### config.mk
export PLATFORM = sky130hd
export DESIGN_NAME = sequenciador_entrada
export DESIGN_NICKNAME = d
export VERILOG_FILES = /design/src/rtl/sequenciador_pkg.sv /design/src/rtl/contador_permanencia.sv /design/src/rtl/sequenciador_entrada.sv
export SDC_FILE = /design/constraint.sdc
export NUM_CORES = 1
export LEC_CHECK = 0
export CORE_MARGIN = 2
export CORE_UTILIZATION = 25
export CTS_CLUSTER_SIZE = 25
export DETAILED_ROUTE_END_ITERATION = 8
export PLACE_DENSITY = 0.45
export SYNTH_ARGS = -nofsm -noshare
export SYNTH_HDL_FRONTEND = slang
export SYNTH_SLANG_ARGS = --single-unit
### constraint.sdc
create_clock -name clk -period 1.95 [get_ports clk]
set_input_delay 0.2925 -clock clk [delete_from_list [all_inputs] [get_ports clk]]
set_output_delay 0.2925 -clock clk [all_outputs]
set_load 0.01 [all_outputs]
### src/rtl/sequenciador_pkg.sv
// Shared definitions for the entrada sequencer: state encoding and default sizes.
package sequenciador_pkg;

    localparam int LARGURA_PADRAO = 6;
    localparam int NSEG_PADRAO    = 7;
    localparam int DWELL_PADRAO   = 10;

    typedef enum logic [2:0] {
        OCIOSO  = 3'd0,
        CARREGA = 3'd1,
        EXIBE   = 3'd2,
        PAUSA   = 3'd3,
        FIM     = 3'd4
    } estado_t;

    // True for the states in which a sequence is in progress.
    function automatic logic ocupado_em(input estado_t e);
        return (e == CARREGA) || (e == EXIBE) || (e == PAUSA);
    endfunction

endpackage

### src/rtl/contador_permanencia.sv
// Dwell counter: counts 0..DWELL-1 while enabled, wraps to 0 after the
// terminal count, and flags the terminal count combinationally from the register.
module contador_permanencia #(
    parameter int DWELL = 10
) (
    input  logic clk,
    input  logic rst_n,
    input  logic limpar,
    input  logic habilitar,
    output logic terminal
);

    localparam int            CW     = (DWELL > 1) ? $clog2(DWELL) : 1;
    localparam logic [CW-1:0] ULTIMO = CW'(DWELL - 1);

    logic [CW-1:0] contagem_r;

    // Count register: clear has priority, otherwise advance and wrap while enabled.
    always_ff @(posedge clk or negedge rst_n) begin
        if (!rst_n) begin
            contagem_r <= '0;
        end else if (limpar) begin
            contagem_r <= '0;
        end else if (habilitar) begin
            if (contagem_r == ULTIMO) begin
                contagem_r <= '0;
            end else begin
                contagem_r <= contagem_r + CW'(1);
            end
        end
    end

    assign terminal = (contagem_r == ULTIMO);

endmodule

### src/rtl/sequenciador_entrada.sv
// Sequencer that drives the 7-segment decoder input through a latched range,
// holding each value DWELL cycles and capturing the decoder output at the end
// of each hold. Supports pause, single-step and cyclic operation.
module sequenciador_entrada
    import sequenciador_pkg::*;
#(
    parameter int LARGURA = LARGURA_PADRAO,
    parameter int DWELL   = DWELL_PADRAO,
    parameter int NSEG    = NSEG_PADRAO
) (
    input  logic               clk,
    input  logic               rst_n,
    input  logic               iniciar,
    input  logic               pausar,
    input  logic               passo,
    input  logic               ciclico,
    input  logic [LARGURA-1:0] valor_inicial,
    input  logic [LARGURA-1:0] valor_final,
    input  logic [NSEG-1:0]    segmentos_in,
    output logic [LARGURA-1:0] entrada,
    output logic               ocupado,
    output logic [NSEG-1:0]    amostra,
    output logic               amostra_valida,
    output logic               concluido
);

    estado_t            estado_r, estado_s;
    logic [LARGURA-1:0] inicial_r, inicial_s;
    logic [LARGURA-1:0] final_r, final_s;
    logic [LARGURA-1:0] entrada_s;
    logic [NSEG-1:0]    amostra_s;
    logic               amostra_valida_s;
    logic               concluido_s;
    logic               ocupado_s;
    logic               limpar_s;
    logic               habilitar_s;
    logic               terminal_s;
    logic               acao_s;

    contador_permanencia #(
        .DWELL(DWELL)
    ) u_contador (
        .clk      (clk),
        .rst_n    (rst_n),
        .limpar   (limpar_s),
        .habilitar(habilitar_s),
        .terminal (terminal_s)
    );

    // State register.
    always_ff @(posedge clk or negedge rst_n) begin
        if (!rst_n) begin
            estado_r <= OCIOSO;
        end else begin
            estado_r <= estado_s;
        end
    end

    // Next-state, bound latching and end-of-dwell action.
    always_comb begin
        estado_s         = estado_r;
        inicial_s        = inicial_r;
        final_s          = final_r;
        entrada_s        = entrada;
        amostra_s        = amostra;
        amostra_valida_s = 1'b0;
        concluido_s      = 1'b0;
        limpar_s         = 1'b0;
        habilitar_s      = 1'b0;
        acao_s           = 1'b0;

        case (estado_r)
            OCIOSO, FIM: begin
                if (iniciar) begin
                    inicial_s = valor_inicial;
                    final_s   = valor_final;
                    entrada_s = valor_inicial;
                    estado_s  = CARREGA;
                end else begin
                    estado_s  = estado_r;
                end
            end
            CARREGA: begin
                limpar_s = 1'b1;
                estado_s = EXIBE;
            end
            EXIBE: begin
                // Pause wins over the dwell test: counter frozen, no sample.
                if (pausar) begin
                    estado_s = PAUSA;
                end else begin
                    habilitar_s = 1'b1;
                    acao_s      = terminal_s;
                end
            end
            PAUSA: begin
                // A step forces the end-of-dwell action but leaves the counter
                // untouched, so the interrupted hold resumes where it stopped.
                if (!pausar) begin
                    estado_s = EXIBE;
                end else if (passo) begin
                    acao_s   = 1'b1;
                end else begin
                    estado_s = PAUSA;
                end
            end
            default: begin
                estado_s = OCIOSO;
            end
        endcase

        if (acao_s) begin
            amostra_s        = segmentos_in;
            amostra_valida_s = 1'b1;
            if (entrada == final_r) begin
                if (ciclico) begin
                    entrada_s = inicial_r;
                end else begin
                    estado_s    = FIM;
                    concluido_s = 1'b1;
                end
            end else begin
                entrada_s = entrada + LARGURA'(1);
            end
        end else begin
            amostra_valida_s = 1'b0;
        end

        ocupado_s = ocupado_em(estado_s);
    end

    // Output and latched-bound registers.
    always_ff @(posedge clk or negedge rst_n) begin
        if (!rst_n) begin
            inicial_r      <= '0;
            final_r        <= '0;
            entrada        <= '0;
            amostra        <= '0;
            amostra_valida <= 1'b0;
            concluido      <= 1'b0;
            ocupado        <= 1'b0;
        end else begin
            inicial_r      <= inicial_s;
            final_r        <= final_s;
            entrada        <= entrada_s;
            amostra        <= amostra_s;
            amostra_valida <= amostra_valida_s;
            concluido      <= concluido_s;
            ocupado        <= ocupado_s;
        end
    end

endmodule
==> results.yml, run 1 <==
sta:
  relSlewSlack_pct: 69.68
  clock-skew-final_ns: 0.004687
  fin_crit_sh_pct: 84.19
  worst_pin_slew_ns: 0.4548
  tns_ns: 0
  hold_viol: 0
  rsz0062_at_grt: "false"
  setup_viol: 0
  fmax_mhz: 609.1
  finalMaxSlewViolations: 0
  min_period_ns: 1.642
global_routing:
  grt_pass1_vias: 1437
  antenna_found_initial: 0
  overflow: 0
  grt_max_degree: 21
  grt_pass1_wl_um: 6941
  grtUsageTotal_pct: 12.21
pwr:
  powerDensity_mw_per_mm2: 1245
  total_power_w: 0.002945
  p_leak_nw: 1.050
  ir_worst_vdd_v: 0.0004959
clock_network:
  cts_tree: "built"
  cts_max_level: 2
  worstSkewPairLatency_ns: 0.29
  cts_buffer_depth: 2
  clock_sinks: 35
  numCtsBuffers: 5
  clk_pin_slew_ns: 0.07
  root_buffer: "clkbuf_8"
  cts_resized: 0
final_layout:
  layout_common_cells: "46 x nand2_1, 39 x clkdlybuf4s50_1, 35 x dfrtp_1"
  nets: 252
  final_common_cell: "nand2_1"
  antenna_cells: 0
  drive_gt1_share_pct: 16.37
  syn_to_final_growth_pct: 41.26
logic_synthesis:
  syn_nets: 192
  synthCells: 166
  ys_seq_area_share_pct: 52.32
  syn_area_mm2: 0.001674
  synth_top_family_by_area: "simple AND/OR/NAND/NOR gates"
  synthMuxAreaShare_pct: 7.100
  synth_fa_ha_area_share_pct: 0.7474
  synth_compound_area_share_pct: 9.940
  synth_warnings: 0
  synth_simple_gate_area_share_pct: 21.15
  postSynthAreaPerCell_um2: 10.08
  ys_types: 34
  synthXorXnorAreaFrac_pct: 5.755
  synth-seq-cells: 35
setup_path:
  crit_path_end_kind: "register"
  path_cells: "xor2_1 > nor4_2 > and2_1 > buf_12 > and3_4 > a31o_1"
  crit_path_start: "entrada[5]$_DFF_PN0_"
  critPathMaxFanout: 8
  worst_path_max_delay_cell: "dfrtp_1"
  timing.rr.start: "entrada[5]$_DFF_PN0_"
  critical_path_class: "reg2reg"
  max_stage_delay_ns: 0.42
  critPathRequiredTime_ns: 2.18
  cp.arrival_ns: 1.87
  crit_path_start_kind: "register"
route:
  drtAntennaViolNets: 0
  drcViolationCount: 0
  avgRoutedWirePerCell_um: 13.48
  totalWireLength_um: 4085
  drt-initial-drc-count: 51
  vias: 1340
  drtPass1Iterations: 6
  viasPerCell: 4.422
outcome:
  status: "finished clean"
floorplan:
  rows: 29
  die_height_um: 85.83
  ioPinCount: 41
  dieArea_mm2: 0.007367
  initial_core_util_pct: 26.07
  core-area_mm2: 0.006422
  fp.dieW_um: 85.83
worst_hold_path:
  hold_class: "reg2reg"
  hp-start: "inicial_r[5]$_DFFE_PN0P_"
placement:
  place.gp.congestion: 0.7139
  io_buffers: 40
  dpl.hpwl_um: 3024
flow_run:
  drv_cap: 0
## power breakdown
group          total, W  internal [W]  switching, W
sequential      0.00119      0.000997      0.000194
clock          0.000539      0.000277      0.000262
combinational   0.00122      0.000689      0.000527
total           0.00294       0.00196      0.000982
## worst paths after layout
kind,end,slack (ns),depth (start not counted)
worst max register to register,estado_r[2]$_DFF_PN0_,0.31,6
worst min register to register,inicial_r[5]$_DFFE_PN0P_,0.48,2
worst max-delay path,estado_r[2]$_DFF_PN0_,0.31,6
min in group asynchronous,estado_r[0]$_DFF_PN0_,0.50,2
max in group asynchronous,amostra_valida$_DFF_PN0_,0.96,3
worst min-delay path,inicial_r[5]$_DFFE_PN0P_,0.48,2
## sequential cells by signal, indices dropped and copies added, names as in the netlist
| register | flops |
|---|---|
| u_contador.contagem_r | 4 |
| entrada | 6 |
| ocupado | 1 |
| final_r | 6 |
| amostra | 7 |
| concluido | 1 |
| inicial_r | 6 |
| estado_r | 3 |
| amostra_valida | 1 |
## kinds of logic (layout without fill, tap and decap cells)
family	after synthesis	count (layout)
fa+ha+maj	1	1
flops	35	35
simple gates	77	77
xor+xnor	11	11
mux	11	11
compound gates	23	23
buf+inv	8	68
## routing by layer
layer / routed length, um / up-vias / track usage [%]
li1: - / 676 / -
met1: 2022 / 621 / 16.43
met2: 1748 / 36 / 18.25
met3: 264 / 7 / 4.812
met4: 48 / 0 / 3.463
met5: 0 / - / 0
## cells in the mapped netlist, drive strengths merged
cell type	instances	area (um2)
nor2b	4	25.02
and3	1	11.26
o22ai	2	12.51
clkbuf	1	3.750
xor2	9	78.83
a2bb2oi	2	17.52
mux2i	4	40.04
buf	4	35.03
nor4	1	12.51
nor3b	2	15.01
and2b	1	7.510
dfrtp	35	875.8
xnor2	2	17.52
mux2	7	78.82
o21ai	4	20.02
nand4b	1	8.760
o2bb2ai	4	35.03
nor3	3	20.02
a21oi	4	20.02
a31o	1	8.760
nand3	5	25.02
nand2	46	172.7
a21boi	6	52.55
nor2	11	43.80
inv	3	11.26
ha	1	12.51
and2	1	6.260
nand4	1	6.260
## stage by stage
| step | util, % | instance area (um2) | setup slack, ns | hold WS, ns | std cells |
|---|---|---|---|---|---|
| floorplan | - | 1674 | 0.3343 | -0.003091 | 166 |
| global placement | 35.30 | 2267 | 0.06183 | 0.2855 | 295 |
| detailed placement | 35.30 | 2267 | 0.02727 | 0.2800 | 295 |
| CTS | 36.82 | 2365 | 0.2808 | 0.4851 | 303 |
| global route | 36.82 | 2365 | 0.1525 | 0.4974 | 303 |
| finish | 36.82 | 2365 | 0.3082 | 0.4793 | 303 |
## layout make-up
cell class,instances,area (um2)
Clock inverter,1,5.005
Sequential cell,35,875.8
Tap cell,77,96.34
Timing Repair Buffer,58,545.5
Inverter,3,11.26
Multi-Input combinational cell,123,748.2
Fill cell,683,4058
Clock buffer,6,82.58
## repair_timing
item | CTS | global route
setup buffers | 0 | 0
endpoints found under the hold margin | 18 | 0
endpoints found under the setup margin | 0 | 0
hold buffers | 1 | 0
## worst max-delay path: cells and delay by family, from the launching register on
family                    cells  cell delay [ns]
and+or+nand+nor               3             0.74
xor gates and xnor gates      1             0.17
DFF                           1             0.42
buffers and inverters         1             0.14
AOI/OAI and AO/OA             1             0.10
Note: power is estimated with default switching activity, not from simulation.
==> run 2: changes to the inputs <==
--- a/config.mk
+++ b/config.mk
@@ -9,7 +9,7 @@
 export CORE_UTILIZATION = 25
 export CTS_CLUSTER_SIZE = 25
 export DETAILED_ROUTE_END_ITERATION = 8
-export PLACE_DENSITY = 0.45
+export PLACE_DENSITY = 0.47
 export SYNTH_ARGS = -nofsm -noshare
 export SYNTH_HDL_FRONTEND = slang
 export SYNTH_SLANG_ARGS = --single-unit
==> constraint.sdc (replaced) <==
create_clock -name clk -period 1.4 [get_ports clk]
set_input_delay 0.21 -clock clk [delete_from_list [all_inputs] [get_ports clk]]
set_output_delay 0.21 -clock clk [all_outputs]
set_load 0.01 [all_outputs]
==> run 2 against run 1 <==
Compared with the run above:
- the flow now finishes with violations (negative setup slack)
- sequential cell count stayed put
- cell count is 6.9% higher
- clock skew hardly changed
- non-clock buffer count is 20 higher
- first-iteration DRC count is 27% higher
- die area stayed put
- worst hold slack worse by 0.17 ns
- via count is 5.2% higher
- clock-buffer cell count is 1 higher
- worst setup slack worse by 0.51 ns
- critical path type unchanged
- largest power group unchanged
- highest routed layer unchanged
==> results.yml, run 2 (synthesis results as in run 1) <==
sta:
  fmax_mhz: 623.0
  setup_viol: 18
  min_period_ns: 1.605
  rsz0062_at_grt: "true"
  worst_pin_slew_ns: 0.3884
  relSlewSlack_pct: 74.05
  fin_crit_sh_pct: 114.7
  fin_ws_ns: -0.2051
  clock-skew-final_ns: 0.004680
  hold_viol: 0
  finalMaxSlewViolations: 0
  fin_hold_ws_ns: 0.3071
final_layout:
  drive_gt1_share_pct: 26.72
  nFillCells: 643
  layout_common_cells: "46 x nand2_1, 35 x buf_4, 33 x dfrtp_1"
  top_register: "amostra"
  largest_reg_flops: 7
  syn_to_final_growth_pct: 54.93
  nets: 272
  final_common_cell: "nand2_1"
  design_area_mm2: 0.002594
  antenna_cells: 0
pwr:
  p_sw_w: 0.001423
  pwr-share-clk_pct: 16.3
  p_sw_share_pct: 33.34
  comb_power_share_pct: 45.7
  p_int_w: 0.002845
  power_frac_seq_pct: 38.0
  powerDensity_mw_per_mm2: 1645
  p_leak_nw: 1.243
  ir_worst_vdd_v: 0.0005314
setup_path:
  crit_path_end_kind: "register"
  critical_path_class: "reg2reg"
  critPathMaxFanout: 4
  timing.rr.start: "final_r[5]$_DFFE_PN0P_"
  crit_path_start_kind: "register"
  crit_path_start: "final_r[5]$_DFFE_PN0P_"
  cp.arrival_ns: 1.81
  critPathRequiredTime_ns: 1.60
floorplan:
  rows: 29
  fp.dieW_um: 85.83
  die_height_um: 85.83
  initial_core_util_pct: 26.07
  dieArea_mm2: 0.007367
  ioPinCount: 41
  core-area_mm2: 0.006422
clock_network:
  cts_buffer_depth: 2
  root_buffer: "clkbuf_8"
  clk_pin_slew_ns: 0.07
  cts_max_level: 2
  numCtsBuffers: 5
  clock_sinks: 35
  hold_buffers: 0
  worstSkewPairLatency_ns: 0.28
  cts_tree: "built"
global_routing:
  overflow: 0
  grt_pass1_vias: 1479
  antenna_found_initial: 0
  grt_max_degree: 36
  grtUsageTotal_pct: 11.78
  grt_pass1_wl_um: 6796
route:
  totalWireLength_um: 4041
  vias: 1410
  avgRoutedWirePerCell_um: 12.47
  drcViolationCount: 0
  drtPass1Iterations: 4
  drt-initial-drc-count: 65
  drtAntennaViolNets: 0
  viasPerCell: 4.352
placement:
  place.gp.congestion: 0.7570
  placed_area_mm2: 0.002432
  io_buffers: 40
  dpl.hpwl_um: 2967
flow_run:
  drv_cap: 0
outcome:
  status: "finished with violations"
  violations: "negative setup slack"
worst_hold_path:
  hold_class: "in2async"
-- run 2: cell count changes in the layout (fill, tap and decap cells not counted), moves of 5 or more --
cell and delta:
buf_4 +19, clkdlybuf4s50_1 -12, dlygate4sd2_1 +8, dlymetal6s2s_1 +5, mux2_2 -6, mux2_4 +7
-- run 2: layout make-up --
class	count	area [um2]	area share, %
Sequential cell	35	878.3	33.86
Multi-Input combinational cell	123	814.5	31.40
Timing Repair Buffer	78	711.9	27.45
Tap cell	77	96.34	3.714
Clock buffer	7	76.32	2.943
Inverter	3	11.26	0.4342
Clock inverter	1	5.005	0.1930
-- run 2: power by group through the flow --
stage | Combinational [W] | Clock [W] | Sequential [W]
after floorplan | 0.000809 | 0 | 0.00177
after global placement | 0.00193 | 0 | 0.00164
after detailed placement | 0.00192 | 0 | 0.00164
after CTS | 0.00198 | 0.000725 | 0.00163
after global routing | 0.00217 | 0.000755 | 0.00168
final | 0.00195 | 0.000696 | 0.00162
-- run 2: path summary, 6_finish.rpt --
kind / slack, ns / cells past startpoint / endpoint
min: 0.31 / 2 / amostra_valida$_DFF_PN0_
max in group asynchronous: 0.90 / 2 / entrada[3]$_DFF_PN0_
max: -0.21 / 6 / entrada[1]$_DFF_PN0_
min in group clk: 0.45 / 3 / final_r[3]$_DFFE_PN0P_
min reg2reg: 0.48 / 2 / inicial_r[0]$_DFFE_PN0P_
max reg2reg: -0.21 / 6 / entrada[1]$_DFF_PN0_
-- run 2: what timing repair did --
action | 4_1_cts | 5_1_grt
gates cloned | 0 | 0
pin swaps | 11 | 4
buffers inserted | 0 | 1
endpoints found under the setup margin | 26 | 27
gates resized for setup | 22 | 10
-- run 2: worst max-delay path, stage by stage, from the launching register on --
cell and delay, ns:
dfrtp_1 0.39, xor2_1 0.17, nor4_2 0.31, and2_4 0.22, buf_6 0.12, mux2i_1 0.18, o2bb2ai_1 0.14
-- run 2: layer usage --
metal  up-vias  wire [um]  track usage, %  share of wire [%]
met5         -          0               0                  0
met2        24       1869           18.68                 46
met3         5        144           2.887                3.6
met4         0         62           4.329                1.5
met1       657       1965           15.63                 49
li1        724          -               -                  -
-- run 2: through the flow --
stage / TNS, ns / std cells / worst slack, ns / power (W) / utilization [%]
final: -2.290 / 324 / -0.2051 / 0.004268 / 40.39
after detailed placement: -6.886 / 315 / -0.4005 / 0.003562 / 37.87
after global placement: -6.415 / 315 / -0.3612 / 0.003561 / 37.87
after floorplan: -2.137 / 166 / -0.1995 / 0.002575 / -
after CTS: -2.905 / 323 / -0.2358 / 0.004334 / 39.78
after global routing: -3.683 / 324 / -0.3133 / 0.004604 / 40.39
